$ cat src/rtl/sisa_uart_tx.sv
// Memory-mapped 8N1 UART transmitter with a TX FIFO, STATUS register and
// sticky overflow flag.
module sisa_uart_tx #(
    parameter int unsigned CLKS_PER_BIT = 434,
    parameter int unsigned FIFO_DEPTH   = 16
) (
    input  logic        clk,
    input  logic        reset,
    input  logic [1:0]  avs_address,
    input  logic        avs_write,
    input  logic [31:0] avs_writedata,
    input  logic        avs_read,
    output logic [31:0] avs_readdata,
    output logic        txd,
    output logic        irq
);

    localparam int unsigned AddrW = $clog2(FIFO_DEPTH);
    localparam int unsigned CntW  = AddrW + 1;
    localparam int unsigned BaudW = $clog2(CLKS_PER_BIT);

    localparam logic [BaudW-1:0] BaudLast = BaudW'(CLKS_PER_BIT - 1);
    localparam logic [CntW-1:0]  CntFull  = CntW'(FIFO_DEPTH);

    typedef enum logic [1:0] {StIdle, StStart, StData, StStop} state_e;

    state_e             state_q;
    logic [BaudW-1:0]   baud_q;
    logic [2:0]         bit_q;
    logic [7:0]         shift_q;
    logic               txd_q;

    logic [7:0]         mem_q [FIFO_DEPTH];
    logic [AddrW-1:0]   wr_ptr_q, rd_ptr_q;
    logic [CntW-1:0]    count_q, count_d;
    logic               ovf_q, ovf_d;
    logic [31:0]        rdata_q;

    logic               full, empty, push, pop, baud_end;
    logic               ovf_set, ovf_clr;
    logic [7:0]         cnt_disp;
    logic [31:0]        status;
    logic               unused_wdata;

    assign unused_wdata = ^avs_writedata[31:8];

    assign full     = (count_q == CntFull);
    assign empty    = (count_q == '0);
    assign baud_end = (baud_q == BaudLast);
    // Full is judged on the pre-pop count, so a write racing a pop is still dropped.
    assign push     = avs_write && (avs_address == 2'd0) && !full;
    assign pop      = !empty && ((state_q == StIdle) || ((state_q == StStop) && baud_end));
    assign ovf_set  = avs_write && (avs_address == 2'd0) && full;
    assign ovf_clr  = avs_write && (avs_address == 2'd1) && avs_writedata[3];

    always_comb begin
        count_d = count_q;
        if (push && !pop) begin
            count_d = count_q + CntW'(1);
        end else if (!push && pop) begin
            count_d = count_q - CntW'(1);
        end
    end

    always_comb begin
        ovf_d = ovf_q;
        if (ovf_set) begin
            ovf_d = 1'b1;
        end else if (ovf_clr) begin
            ovf_d = 1'b0;
        end
    end

    always_comb begin
        cnt_disp = (32'(count_q) > 32'd255) ? 8'hFF : 8'(count_q);
        status   = {20'd0, cnt_disp, ovf_q, (state_q != StIdle), empty, full};
    end

    always_ff @(posedge clk) begin
        if (push) begin
            mem_q[wr_ptr_q] <= avs_writedata[7:0];
        end
    end

    always_ff @(posedge clk or posedge reset) begin
        if (reset) begin
            wr_ptr_q <= '0;
            rd_ptr_q <= '0;
            count_q  <= '0;
            ovf_q    <= 1'b0;
        end else begin
            if (push) begin
                wr_ptr_q <= wr_ptr_q + AddrW'(1);
            end
            if (pop) begin
                rd_ptr_q <= rd_ptr_q + AddrW'(1);
            end
            count_q <= count_d;
            ovf_q   <= ovf_d;
        end
    end

    always_ff @(posedge clk or posedge reset) begin
        if (reset) begin
            rdata_q <= '0;
        end else if (avs_read) begin
            rdata_q <= (avs_address == 2'd1) ? status : 32'd0;
        end
    end

    always_ff @(posedge clk or posedge reset) begin
        if (reset) begin
            state_q <= StIdle;
            baud_q  <= '0;
            bit_q   <= '0;
            shift_q <= '0;
            txd_q   <= 1'b1;
        end else begin
            case (state_q)
                StIdle: begin
                    txd_q <= 1'b1;
                    if (pop) begin
                        shift_q <= mem_q[rd_ptr_q];
                        bit_q   <= '0;
                        baud_q  <= '0;
                        txd_q   <= 1'b0;
                        state_q <= StStart;
                    end
                end
                StStart: begin
                    if (baud_end) begin
                        baud_q  <= '0;
                        txd_q   <= shift_q[0];
                        state_q <= StData;
                    end else begin
                        baud_q <= baud_q + BaudW'(1);
                    end
                end
                StData: begin
                    if (baud_end) begin
                        baud_q <= '0;
                        if (bit_q == 3'd7) begin
                            txd_q   <= 1'b1;
                            state_q <= StStop;
                        end else begin
                            shift_q <= shift_q >> 1;
                            txd_q   <= shift_q[1];
                            bit_q   <= bit_q + 3'd1;
                        end
                    end else begin
                        baud_q <= baud_q + BaudW'(1);
                    end
                end
                StStop: begin
                    if (baud_end) begin
                        baud_q <= '0;
                        // Chain straight into the next start bit when data is waiting.
                        if (pop) begin
                            shift_q <= mem_q[rd_ptr_q];
                            bit_q   <= '0;
                            txd_q   <= 1'b0;
                            state_q <= StStart;
                        end else begin
                            state_q <= StIdle;
                        end
                    end else begin
                        baud_q <= baud_q + BaudW'(1);
                    end
                end
                default: state_q <= StIdle;
            endcase
        end
    end

    assign txd          = txd_q;
    assign irq          = empty && (state_q == StIdle);
    assign avs_readdata = rdata_q;

endmodule

$ cat config.mk
export PLATFORM = sky130hd
export DESIGN_NAME = sisa_uart_tx
export DESIGN_NICKNAME = d
export VERILOG_FILES = /design/src/rtl/sisa_uart_tx.sv
export SDC_FILE = /design/constraint.sdc
export NUM_CORES = 1
export LEC_CHECK = 0
export ABC_AREA = 1
export CAP_MARGIN = 20
export CORE_MARGIN = 2
export CORE_UTILIZATION = 52
export DETAILED_ROUTE_END_ITERATION = 16
export PLACE_DENSITY = 0.73
export RECOVER_POWER = 50
export SLEW_MARGIN = 10
export SYNTH_ARGS = -nofsm -noshare
export SYNTH_HDL_FRONTEND = slang
export SYNTH_SLANG_ARGS = --single-unit
$ cat constraint.sdc
create_clock -name clk -period 2.8 [get_ports clk]
set_input_delay 0.84 -clock clk [delete_from_list [all_inputs] [get_ports clk]]
set_output_delay 0.84 -clock clk [all_outputs]
set_load 0.02 [all_outputs]
; ---- Yosys cells after proc, flatten, opt, wreduce, memory -nomap -nowiden
; Memories as Yosys holds them, arrays and structs flattened.
; Index checks and enable logic that the tools add are counted.
[totals]
regBits = 69
ramBits = 128
input_bits = 38
output_inout_bits = 34
word_cells = 91
memories = 1
[mem_list]
columns = name, depth, width, rd, rd_clocked_by_memory_dff, write_ports, line_no
row1 = mem_q, 16, 8, 1, 0, 1, 33  ; logic [7:0] mem_q [FIFO_DEPTH];
[op_classes]
n_addsub = 6
n_eq_ne = 14
muxes = 34
n_reduce_logical = 26
[ops]
columns = op, count
row1 = $mux 8, 4
row2 = $mux 9, 3
row3 = $pmux 8 s3, 1
row4 = $pmux 9 s2, 1
row5 = $ne 2x2->1 const B, 7
row6 = $mux 3, 4
row7 = $mux 1, 11
row8 = $logic_and 1x1->1, 10
row9 = $mux 2, 5
row10 = $mux 5, 2
row11 = $add 9x1->9 const B, 1
row12 = $eq 9x9->1 const B, 1
row13 = $pmux 3 s3, 1
row14 = $add 4x1->4 const B, 2
row15 = $pmux 2 s4, 1
row16 = $reduce_and 4->1, 2
row17 = $reduce_bool 2->1, 3
row18 = $add 5x1->5 const B, 1
row19 = $eq 5x5->1 const B, 1
row20 = $logic_not 5->1, 1
row21 = $reduce_and 5->1, 1
row22 = $sub 5x1->5 const B, 1
row23 = $eq 2x1->1 const B, 2
row24 = $eq 2x2->1 const B, 2
row25 = other kinds (8), 12

; ---- Longest topological paths before layout
[logic_depth]
depth_word = 7
ltp_mapped = 17

; ---- Least setup slack after synthesis
; Ideal clock, no wire load.
[synth_path]
path_kind = input to register
startpoint = input avs_address[0]
endpoint = register count_q[4]
arrival_time_ns = 2.447
required_ns = 2.674
setup_slack_ns = 0.227
path_stages = 13
n_path_buf = 0
path_cell_list = inv_1 nand2_1 nor2_1 nand2_1 inv_1 ha_1 inv_1 fa_1 nand2_1 a21oi_1 o21ai_0 nand3_1 xor2_1
[synth_via]
elab_chain_len = 6
elab_cells_between_ends = 8
[synth_rtl]
columns = item, line_no
row1 = "start, declared", 9  ; input logic [1:0] avs_address,
row2 = $logic_not 2->1 (*), 51  ; assign push = avs_write && (avs_address == 2'd0) && !full;
row3 = $logic_and 1x1->1 (*) (2 in a row), 51
row4 = net push, 39  ; logic full, empty, push, pop, baud_end;
row5 = $logic_not 1->1, 60  ; end else if (!push && pop) begin
row6 = $logic_and 1x1->1, 60
row7 = $reduce_bool 2->1 (no line), n/a
row8 = "end signal, assigned", 98  ; count_q <= count_d;
row9 = "end, declared", 35  ; logic [CntW-1:0] count_q, count_d;
; Mark *: on every way through the listed nets, which the timed path passes. The rest lies on a longest branch.
; A chain may end at the register's enable or synchronous reset.

; ---- Worst setup path in the final report
[layout_path]
startpoint = register state_q[1]
endpoint = output irq
[layout_via]
elab_chain_len = 2
[layout_rtl]
columns = item, line_no
row1 = "start, declared", 27  ; state_e state_q;
row2 = "start signal, assigned", 113  ; state_q <= StIdle;
row3 = "start signal, assigned", 127  ; state_q <= StStart;
row4 = "start signal, assigned", 134  ; state_q <= StData;
row5 = $logic_not 2->1, 176  ; assign irq = empty && (state_q == StIdle);
row6 = $logic_and 1x1->1, 176
row7 = "end, declared", 15  ; output logic irq
; No other way between the ends.

==> reports/results.txt <==
R2R cell count -> 14
R2R Setup Slk -> 320 ps
Reg clk slew, reported paths -> 60 ps
1st-iter DRT viols -> 342
cell area power density -> 625 nW/µm²
CTS tree -> yes
WHS Path Cells -> 2
CP cell instances -> inv_1, ha_2, nand4_1, inv_1, clkdlybuf4s15_1
Layout Skew -> 9.63 ps
Post-Synth XOR/XNOR Area -> 1.06%
Crit Path Category -> register to output port
filler cell count -> 1250
maxcap violations -> 0
GRT overflow -> 0
most common cell in the synthesized netlist -> nand2_1
CP startpoint kind -> register
fin worst setup slack -> 163 ps
Synth Flop Type -> edfxtp_1
first-pass iteration count of the detailed router -> 5
leakage -> 4.15 nW
synth-to-layout area growth -> 13.7%
outcome -> completed
VDD IR max -> 0.556 mV
DP Worst Slack -> -272 ps
Required @ worst endpoint -> 1960 ps
worst min-delay path class -> register to register
DRC -> 0
hold_buf cts -> 0
Synth Area in Simple Gates -> 21.6%
post-synthesis mux area share -> 0.122%
cell taking the most area after synthesis -> edfxtp_1
CTS sink count -> 174
most used cell, CP -> inv_1
first-pass GRT wire length -> 27.4 mm
RePlAce Congestion -> 0.857
cell count after synthesis -> 845
Worst path top cell family by delay -> buffers and inverters
vias -> 5665
Synth Area in Adders -> 2.98%
# diodes -> 0
Worst Path Arrival -> 1800 ps
vias per cell -> 5.04
most frequent cells after synthesis -> nand2_1 (249), inv_1 (131), edfxtp_1 (128)
vias in the first global route -> 5459
DRT antenna net count -> 0
area of the die -> 16900 µm²
Hold Worst Slack -> 477 ps
Initial Utilization -> 53.8%
CP Capture Type -> output port
final setup fails -> 0
CTS buffer count -> 17
crit-path max FO -> 5
number of I/O pins -> 72
fin crit share -> 94.2%
Mapped Area -> 8230 µm²
Clock Tree Buf Depth -> 2
CP max stage delay -> 420 ps
Compound-Gate Fraction of Synth Area -> 3.48%
wire per inst -> 14.9 µm
CP max-delay cell -> dfrtp_1
largest net degree at the start of global routing -> 38
CORE AREA -> 15300 µm²
Worst Hold End -> bit_q[2]
initial antenna violation count -> 0
Die X -> 130 µm
Hold Violations, Final -> 0
YS warnings -> 0
Synth cell types -> 38
root buf cell -> clkbuf_16
postcts setup bufs -> 0
hpwl dp -> 10.8 mm
worst hold start -> bit_q[2]
final wirelength -> 16.8 mm
worst r2r src -> state_q[1]
Synth Register Bits -> 174
Seq/Total Area, Yosys -> 60.7%
setup_tns -> 0 ps
top cell type's share of synthesized area -> 46.7%
Relative slew margins -> 40.0%
RSZ-0062 raised after global routing -> false
Max Slew Vio Count -> 0
mean post-synth cell area -> 9.74 µm²
ys async rst share -> 26.4%
worst skew pair latency -> 440 ps
terminus of the critical flop-to-flop path -> count_q[4]
number of synthesized flops with an enable pin -> 128
largest family of logic cells by synthesized area -> simple AND/OR/NAND/NOR gates
layout cells sized above 1 -> 9.54%
measured slew at the worst slew-check pin -> 900 ps
overall routing resource usage -> 21.6%
chip height -> 130 µm
H-Tree Level Count -> 4
synth top area cells -> edfxtp_1 (47%), dfrtp_1 (14%), nand2_1 (11%)
row count -> 45
Achievable Freq -> 379 MHz
Critical path buffers and inverters -> 3
# port buffers -> 24
fin crit period -> 2640 ps
nets -> 956
==> report_power, final <==
group	internal (mW)	switching (mW)
registers	2.90	0.0947
clock network	1.24	1.01
logic	0.213	0.384
total	4.36	1.49
==> worst max-delay path by stage <==
| stage | startpoint | to | slack, ps | cells past startpoint |
|---|---|---|---|---|
| after detailed placement | avs_write | count_q[4] | -270 | 13 |
| after global routing | state_q[1] | count_q[3] | 10 | 16 |
| after global placement | avs_write | count_q[4] | -220 | 13 |
| after floorplan | avs_address[0] | count_q[4] | 230 | 13 |
| final | state_q[1] | irq | 160 | 5 |
| after CTS | state_q[0] | irq | 70 | 5 |
==> layout by cell type (no fill, tap or decap), types with 2 or more instances in the layout <==
master,instances
o22ai_1,9
o21ai_1,2
a21oi_1,9
nand2_1,249
conb_1,23
clkbuf_16,17
nand3_1,101
dfrtp_1,45
buf_4,33
clkbuf_1,5
o32ai_1,2
nand2_8,3
inv_2,6
dlygate4sd3_1,9
xnor2_1,2
clkdlybuf4s50_1,14
or2_2,2
nor3_1,3
inv_1,128
clkinvlp_4,3
o21ai_0,22
ha_1,17
inv_6,2
clkinv_4,4
nor2_2,3
clkinv_1,2
xor2_1,8
inv_8,2
nand4_1,3
edfxtp_1,128
o211ai_1,2
nor2_1,37
==> cell families after synthesis <==
family | Yosys count
other | 1
AND/OR/NAND/NOR | 406
AO/OA/AOI/OAI | 49
multiplexers | 1
adder cells (fa/ha/maj) | 19
buffers and inverters | 185
XOR/XNOR | 10
flip-flops | 174
==> per-stage QoR <==
stage	total power, mW	cells	instance area (µm²)	utilization [%]
after CTS	5.86	1123	9380	61.3
after floorplan	3.42	867	8320	-
after detailed placement	3.64	1091	8820	57.6
after global routing	6.07	1123	9360	61.1
after global placement	3.61	1091	8820	57.6
final	5.85	1123	9360	61.1
==> cell type report <==
type	instances	area, µm²	area share, %
Tap cell	211	264	2.82
Clock inverter	14	136	1.46
Sequential cell	174	5000	53.4
Inverter	135	507	5.41
Timing Repair Buffer	63	528	5.64
Clock buffer	18	429	4.59
Multi-Input combinational cell	508	2500	26.7
==> state kept, by name, summed over array words and instances, names as in the netlist <==
register and cells:
avs_readdata 9, baud_q 9, bit_q 3, count_q 5, mem_q 128, ovf_q 1, rd_ptr_q 4, shift_q 8
state_q 2, txd 1, wr_ptr_q 4
==> metal layers <==
layer / track usage (%) / share of wire (%) / routed length [µm]
met1: 28.1 / 42 / 7070
met2: 35.6 / 49 / 8250
met3: 4.59 / 6.2 / 1040
met4: 8.92 / 2.5 / 421
met5: 0 / 0 / 0
==> what timing repair did <==
item | CTS | global route
resized for setup | 1 | 8
setup endpoints to repair | 1 | 3
gates cloned | 0 | 0
==> tightest hold or removal path: cells and delay by family, from the launching register on <==
kind             cells  cell delay [ps]
AND/OR/NAND/NOR      2               90
flip-flops           1              350
Note: power is estimated with default switching activity, not from simulation.
